<file path="config.mk">
export PLATFORM = sky130hd
export DESIGN_NAME = id_ex_stage
export DESIGN_NICKNAME = d
export VERILOG_FILES = /design/src/rtl/id_ex_stage_pkg.sv /design/src/rtl/hazard_detect.sv /design/src/rtl/id_ex_stage.sv
export SDC_FILE = /design/constraint.sdc
export NUM_CORES = 1
export LEC_CHECK = 0
export CAP_MARGIN = 40
export CORE_UTILIZATION = 40
export CTS_CLUSTER_DIAMETER = 150
export CTS_CLUSTER_SIZE = 24
export DETAILED_ROUTE_END_ITERATION = 7
export PLACE_DENSITY = 0.86
export SLEW_MARGIN = 0
export SYNTH_ARGS = -nofsm -noshare
export SYNTH_HDL_FRONTEND = slang
export SYNTH_SLANG_ARGS = --single-unit
</file>
<file path="constraint.sdc">
create_clock -name clk -period 3 [get_ports clk]
set_input_delay 0.6 -clock clk [delete_from_list [all_inputs] [get_ports clk]]
set_output_delay 0.6 -clock clk [all_outputs]
set_load 0.05 [all_outputs]
</file>
<file path="src/rtl/id_ex_stage_pkg.sv">
`default_nettype none
// id_ex_stage_pkg: widths, register-zero constant and control bundle shared by the ID/EX pipeline slice.
package id_ex_stage_pkg;

  localparam int ALUOP_W = 4;
  localparam int REG_W   = 5;
  localparam int DATA_W  = 32;
  localparam int CNT_W   = 16;

  localparam logic [REG_W-1:0] REG_ZERO  = 5'd0;
  localparam logic [CNT_W-1:0] CNT_MAX   = 16'hFFFF;

  typedef struct packed {
    logic               reg_dst;
    logic               alu_src;
    logic               mem_read;
    logic               mem_write;
    logic               mem_to_reg;
    logic               reg_write;
    logic [ALUOP_W-1:0] alu_op;
  } ctrl_t;

  // Saturating increment; returns the count unchanged when not enabled.
  function automatic logic [CNT_W-1:0] sat_inc(input logic [CNT_W-1:0] count, input logic en);
    sat_inc = (en && count != CNT_MAX) ? count + 16'd1 : count;
  endfunction

endpackage
`default_nettype wire

</file>
<file path="src/rtl/hazard_detect.sv">
`default_nettype none
// hazard_detect: combinational load-use detector between the ID/EX register and the ID stage.
module hazard_detect
  import id_ex_stage_pkg::*;
(
  input  logic             rst,
  input  logic             flush,
  input  logic             ex_valid,
  input  logic             ex_mem_read,
  input  logic [REG_W-1:0] ex_rt,
  input  logic             id_valid,
  input  logic [REG_W-1:0] id_rs,
  input  logic [REG_W-1:0] id_rt,
  output logic             stall
);

  logic load_use;

  assign load_use = ex_valid && ex_mem_read && (ex_rt != REG_ZERO) && id_valid &&
                    ((ex_rt == id_rs) || (ex_rt == id_rt));

  // A redirect discards the consumer, and reset leaves no stall behind.
  assign stall = load_use && !flush && !rst;

endmodule
`default_nettype wire

</file>
<file path="src/rtl/id_ex_stage.sv">
`default_nettype none
// id_ex_stage: ID/EX pipeline register with load-use bubble insertion and a saturating stall counter.
module id_ex_stage
  import id_ex_stage_pkg::*;
(
  input  logic               clk,
  input  logic               rst,
  input  logic               ID_Valid,
  input  logic [REG_W-1:0]   ID_RegRs,
  input  logic [REG_W-1:0]   ID_RegRt,
  input  logic [REG_W-1:0]   ID_RegRd,
  input  logic [DATA_W-1:0]  ID_ReadData1,
  input  logic [DATA_W-1:0]  ID_ReadData2,
  input  logic [DATA_W-1:0]  ID_Imm,
  input  logic               ID_RegDst,
  input  logic               ID_ALUSrc,
  input  logic               ID_MemRead,
  input  logic               ID_MemWrite,
  input  logic               ID_MemtoReg,
  input  logic               ID_RegWrite,
  input  logic [ALUOP_W-1:0] ID_ALUOp,
  input  logic               Flush,
  output logic               IDEX_Valid,
  output logic [REG_W-1:0]   IDEX_RegRs,
  output logic [REG_W-1:0]   IDEX_RegRt,
  output logic [REG_W-1:0]   IDEX_RegRd,
  output logic [DATA_W-1:0]  IDEX_ReadData1,
  output logic [DATA_W-1:0]  IDEX_ReadData2,
  output logic [DATA_W-1:0]  IDEX_Imm,
  output logic               IDEX_RegDst,
  output logic               IDEX_ALUSrc,
  output logic               IDEX_MemRead,
  output logic               IDEX_MemWrite,
  output logic               IDEX_MemtoReg,
  output logic               IDEX_RegWrite,
  output logic [ALUOP_W-1:0] IDEX_ALUOp,
  output logic               Stall,
  output logic [CNT_W-1:0]   StallCount
);

  ctrl_t id_ctrl;
  ctrl_t ex_ctrl;
  logic  bubble;

  assign id_ctrl = '{reg_dst: ID_RegDst, alu_src: ID_ALUSrc, mem_read: ID_MemRead,
                     mem_write: ID_MemWrite, mem_to_reg: ID_MemtoReg,
                     reg_write: ID_RegWrite, alu_op: ID_ALUOp};

  hazard_detect u_hazard_detect (
    .rst         (rst),
    .flush       (Flush),
    .ex_valid    (IDEX_Valid),
    .ex_mem_read (ex_ctrl.mem_read),
    .ex_rt       (IDEX_RegRt),
    .id_valid    (ID_Valid),
    .id_rs       (ID_RegRs),
    .id_rt       (ID_RegRt),
    .stall       (Stall)
  );

  // Bubbles zero every field so their register numbers never match a forwarding producer.
  assign bubble = Stall || Flush || !ID_Valid;

  always_ff @(posedge clk) begin
    if (rst || bubble) begin
      IDEX_Valid     <= 1'b0;
      IDEX_RegRs     <= '0;
      IDEX_RegRt     <= '0;
      IDEX_RegRd     <= '0;
      IDEX_ReadData1 <= '0;
      IDEX_ReadData2 <= '0;
      IDEX_Imm       <= '0;
      ex_ctrl        <= '0;
    end else begin
      IDEX_Valid     <= 1'b1;
      IDEX_RegRs     <= ID_RegRs;
      IDEX_RegRt     <= ID_RegRt;
      IDEX_RegRd     <= ID_RegRd;
      IDEX_ReadData1 <= ID_ReadData1;
      IDEX_ReadData2 <= ID_ReadData2;
      IDEX_Imm       <= ID_Imm;
      ex_ctrl        <= id_ctrl;
    end
  end

  always_ff @(posedge clk) begin
    if (rst) begin
      StallCount <= '0;
    end else begin
      StallCount <= sat_inc(StallCount, Stall);
    end
  end

  assign IDEX_RegDst   = ex_ctrl.reg_dst;
  assign IDEX_ALUSrc   = ex_ctrl.alu_src;
  assign IDEX_MemRead  = ex_ctrl.mem_read;
  assign IDEX_MemWrite = ex_ctrl.mem_write;
  assign IDEX_MemtoReg = ex_ctrl.mem_to_reg;
  assign IDEX_RegWrite = ex_ctrl.reg_write;
  assign IDEX_ALUOp    = ex_ctrl.alu_op;

endmodule
`default_nettype wire

</file>
* Yosys cells after proc, flatten, opt, wreduce, memory -nomap -nowiden
Index checks and enable logic that the tools add are counted.
** Word-level totals
- Flip-flop bits (word level) :: 138
- Bits of input ports :: 125
- Output and inout port bits :: 139
** Operators by class
- Add/subtract/negate cells :: 1
- Equality and inequality tests :: 3
- Mux-type cells :: 1
- Reductions and logical operators :: 15
** Operator list (number)
- $add 16x1->16 const B :: 1
- $ne 16x16->1 const B :: 1
- $eq 5x5->1 :: 2
- $logic_and 1x1->1 :: 7
- $reduce_bool 5->1 :: 1
- $logic_or 1x1->1 :: 4
- $logic_not 1->1 :: 3
- $mux 1 :: 1

* Depth between registers and ports, before layout
- Word-level depth :: 10
- Gate-level depth with buffers :: 7

* Cells and area by module
A second synthesis with hierarchy kept.
** Unflattened totals
- Cell total of the unflattened synthesis :: 372
- Area, all modules :: 4227.8 um2
** Modules (own cells, without submodules)
- id_ex_stage :: times used 1, cells an instance 353, area each 4086.4 um2, sequential area each 2762.6 um2
- hazard_detect :: times used 1, cells an instance 19, area each 141.4 um2, sequential area each 0.0 um2

* Worst setup path after synthesis
OpenSTA, ideal clock, no wires.
- Path type :: reg-to-output
- Start :: register IDEX_RegRt[1]
- End :: output port Stall
- Arrival time :: 2170 ps
- Data required time :: 2400 ps
- Setup slack :: 230 ps
- Cell stages (with the launch flop) :: 7
- Buffers on the path :: 2
- Cell sequence :: dfxtp_1 xor2_1 nor3_1 a22oi_1 buf_2 buf_2 nor2_1
** Between the ends
- Cells in the longest elaborated chain, start to end :: 6
- Elaborated cells between the ends (all ways) :: 9
** Ends and longest elaborated chain
- start, declared :: RTL line id_ex_stage.sv:25 : output logic [REG_W-1:0] IDEX_RegRt,
- start signal, assigned :: RTL line id_ex_stage.sv:77 : IDEX_RegRt <= ID_RegRt;
- $reduce_bool 5->1 :: RTL line hazard_detect.sv:19 : assign load_use = ex_valid && ex_mem_read && (ex_rt != REG_ZERO) && id_valid &&
- $logic_and 1x1->1 (2 in a row) :: RTL line hazard_detect.sv:19
- $logic_and 1x1->1 * :: RTL line hazard_detect.sv:19
- $logic_and 1x1->1 * (2 in a row) :: RTL line hazard_detect.sv:23 : assign stall = load_use && !flush && !rst;
- end, declared :: RTL line id_ex_stage.sv:37 : output logic Stall,
Mark *: on every way between the ends. The rest lies on a longest branch, timed or not.

* Final worst setup path
- Start :: register IDEX_RegRt[0]
- End :: output port Stall
The elaborated chain is that of the path after synthesis.

==> metrics.md <==
| Metric | Value |
|---|---|
| Status | `complete, no violations` |
| Fin. Hold Viols | `0` |
| Nets | `about 770` |
| Syn Nets | `500` |
| Max Root-Sink Buffers | `2` |
| Row count | `37` |
| Post-CTS sizing | `0` |
| Setup bufs post-CTS | `0` |
| CORE AREA | `between 0.01 and 0.015 mm^2` |
| Max Clk Rate | `between 300 and 400 MHz` |
| RSZ-0062 raised after global routing | `no` |
| Layout cell share with drive strength beyond 1 | `~5.6%` |
| Crit start category | `register` |
| Full die area | `roughly 0.011 mm^2` |
| Worst EP required | `between 2 and 2.5 ns` |
| Worst setup path category | `register to primary output` |
| Final Skew | `around 0.0086 ns` |
| Via density | `4.64` |
| Synth Flop Type | `dfxtp_1` |
| First-pass GRT wire length | `19,400 um` |
| Ports | `264` |
| CP endpoint kind | `primary output` |
| # clock sinks | `138` |
| Clock Pin Slew Worst Setup and Hold Paths | `about 0.05 ns` |
| Rel. slew slack | `a little over three fifths` |
| Initial antenna violation count | `0` |
| Largest net degree at the start of global routing | `around 120` |
| Seq/Total Area, Yosys | `roughly 64%` |
| Width of the die | `106 um` |
| Detailed Route WL | `around 13,000 um` |
| Period Utilization, post-route | `between 90 and 100%` |
| Vias post-DR | `between 3,000 and 4,000` |
| CTS buffer count | `17` |
| Max cap viols | `0` |
| Reg2reg end | `IDEX_ReadData2[10]` |
| Register-to-register setup slack | `between 0.8 and 0.9 ns` |
| Residual overflow from global routing | `0` |
| Synthesized flop and latch total | `~140` |
| Hold EP | `StallCount[15]` |
| Cts hold-fix bufs | `0` |
| Mapped Cells | `about 370` |
| Post-route cell area | `around 0.0076 mm^2` |
| Setup TNS | `0 ns` |
| Number of synthesized flops with an enable pin | `0` |
| Async set-reset flop share out of synthesis | `0%` |
| Maximum VDD drop | `approximately 0.50 mV` |
| Max-slew violations | `0` |
| Setup-failing EPs final | `0` |
| Fin crit period | `between 2 and 3 ns` |
| Ys Warns | `0` |
| Register area | `0.00276 mm^2` |
| Placed cell area | `a little over 0.007 mm^2` |
| Port Buffers | `between 200 and 300` |
| DRT antenna net count | `0` |
| Die Y | `around 110 um` |
| Hold-critical path depth | `2` |
| CP arrival | `2.11 ns` |
| Via count of the first global-routing pass | `between 3,000 and 4,000` |
| Filler cell count | `approximately 730` |
| Library cells used by synthesis | `38` |
| Mapped Avg Cell Area | `about 12 um^2` |
| Multi-input logic area | `around 0.0014 mm^2` |
| Routed wire length per instance | `16.6 um` |
| CTS Root Cell | `clkbuf_8` |
| Hold_sp | `StallCount[15]` |
| Detailed placement HPWL | `9530 um` |
| R2R depth | `5` |
| Skew-Pair Late Insertion Delay | `around 0.52 ns` |
| TritonCTS clock tree | `built` |
| Pwr Density | `between 500 and 600 mW/mm^2` |
| CP max FO | `14` |
| Initial Util | `41.7%` |
| CTS H-tree depth | `4` |
| Pre-antenna DRT Iters | `6` |
| Mapped Area | `0.00434 mm^2` |
| GRT Total Usage | `23.5%` |
| Antenna Cells | `0` |
| Worst-Margin Slew | `roughly 0.56 ns` |
| P&R area growth vs syn | `74.9%` |
| Hold/Removal Path Class | `register to register` |
| R2r startpoint | `IDEX_RegRt[0]` |
| Gp weighted congestion | `about 0.78` |
| Starting DRT DRC Count | `approximately 120` |
| Residual DRC | `0` |
| P_leak | `0.00291 uW` |
[placed cells by master, fill, tap and decap left out, drive strengths merged]
cell type / instances
clkbuf: 23
or4: 9
bufinv: 2
o2111ai: 1
mux2: 2
o21ai: 2
and4: 3
nor2b: 2
clkdlybuf4s50: 262
o311ai: 1
nand2: 4
o41ai: 1
nor4: 4
nand3: 5
a41oi: 1
nor3: 2
nand3b: 1
a41o: 1
buf: 5
nor3b: 1
dfxtp: 138
nand4: 5
and3: 2
or3: 2
nand4b: 1
o31ai: 8
clkinv: 2
inv: 2
a22oi: 1
xor2: 10
o21a: 4
and2: 122
ha: 1
nor2: 5
a21oi: 10
o31a: 3
[metal layers]
layer	vias to the layer above	routed length (um)	part of all wire (%)	global-route usage, %
met2	160	6820	53	42.6
li1	1768	-	-	-
met3	31	1130	8.7	10.3
met1	1676	4620	36	21.9
met4	0	423	3.3	12.7
met5	-	0	0	0
[where the power goes]
group / switching [uW] / leakage, uW / internal [uW]
clock network: 688 / 0.000260 / 1200
registers: 15.8 / 0.00112 / 1880
logic: 238 / 0.00153 / 242
total: 942 / 0.00291 / 3320
[area by class of cell]
class / instances / share of cell area, %
Tap cell: 136 / 2.24
Sequential cell: 138 / 36.4
Inverter: 2 / 0.0989
Clock buffer: 23 / 6.02
Clock inverter: 4 / 0.923
Timing Repair Buffer: 267 / 35.2
Multi-Input combinational cell: 214 / 19.1
[worst max path at each step]
stage	slack, ns	endpoint	from	depth (start not counted)
after global placement	0.28	Stall	ID_RegRs[4]	6
after detailed placement	0.23	StallCount[4]	rst	6
final	0.29	Stall	IDEX_RegRt[0]	4
after CTS	0.25	Stall	IDEX_RegRt[0]	4
after global routing	0.18	Stall	IDEX_RegRt[0]	4
after floorplan	0.23	Stall	IDEX_RegRt[1]	6
[registers in the layout, indices dropped and copies added, names as in the netlist, 4 cells and up]
name            count
IDEX_ALUOp          4
IDEX_RegRs          5
IDEX_ReadData2     32
IDEX_ReadData1     32
IDEX_RegRd          5
StallCount         16
IDEX_Imm           32
IDEX_RegRt          5
[critical path, cell delays in order (launching register included)]
cell,delay [ns]
dfxtp_1,0.35
or4_4,0.58
o2111ai_4,0.38
nor2_1,0.08
buf_4,0.21
[cells by family (layout without fill, tap and decap cells)]
logic type	Yosys count	after routing	synth area share (%)
mux	2	2	0.692
buf+inv	22	296	2.97
compound gates	33	33	5.97
flops	138	138	63.7
xor+xnor	10	10	2.02
simple gates	168	168	24.4
fa+ha+maj	1	1	0.288
[cells in the mapped netlist (all sizes together), types with 2 or more instances]
library cell  number  share of area [%]
nor2               5               0.43
and2             122                 18
nor2b              2               0.29
a21oi             10                1.2
inv                2               0.17
buf               14                2.3
or4                9                1.6
o31ai              8                1.4
dfxtp            138                 64
clkbuf             6               0.52
nor4               4               0.72
nand4              5               0.72
and3               2               0.29
o31a               3               0.61
nor3               2               0.23
o21ai              2               0.23
xor2              10                2.0
and4               3               0.61
nand2              4               0.35
mux2               2               0.69
nand3              5               0.58
o21a               4               0.72
or3                2               0.29
[per-stage QoR]
| step | setup WS [ns] | total power [uW] | util, % | std cells | hold slack, ns |
|---|---|---|---|---|---|
| CTS | 0.253 | 4310 | 72.8 | 784 | 0.504 |
| finish | 0.287 | 4260 | 72.8 | 784 | 0.503 |
| global route | 0.181 | 4410 | 72.8 | 784 | 0.528 |
| global placement | 0.285 | 2400 | 67.8 | 757 | 0.476 |
| floorplan | 0.230 | 2150 | - | 374 | 0.712 |
| detailed placement | 0.229 | 2410 | 67.8 | 757 | 0.497 |
No activity file was read; power rests on OpenSTA's default activity.
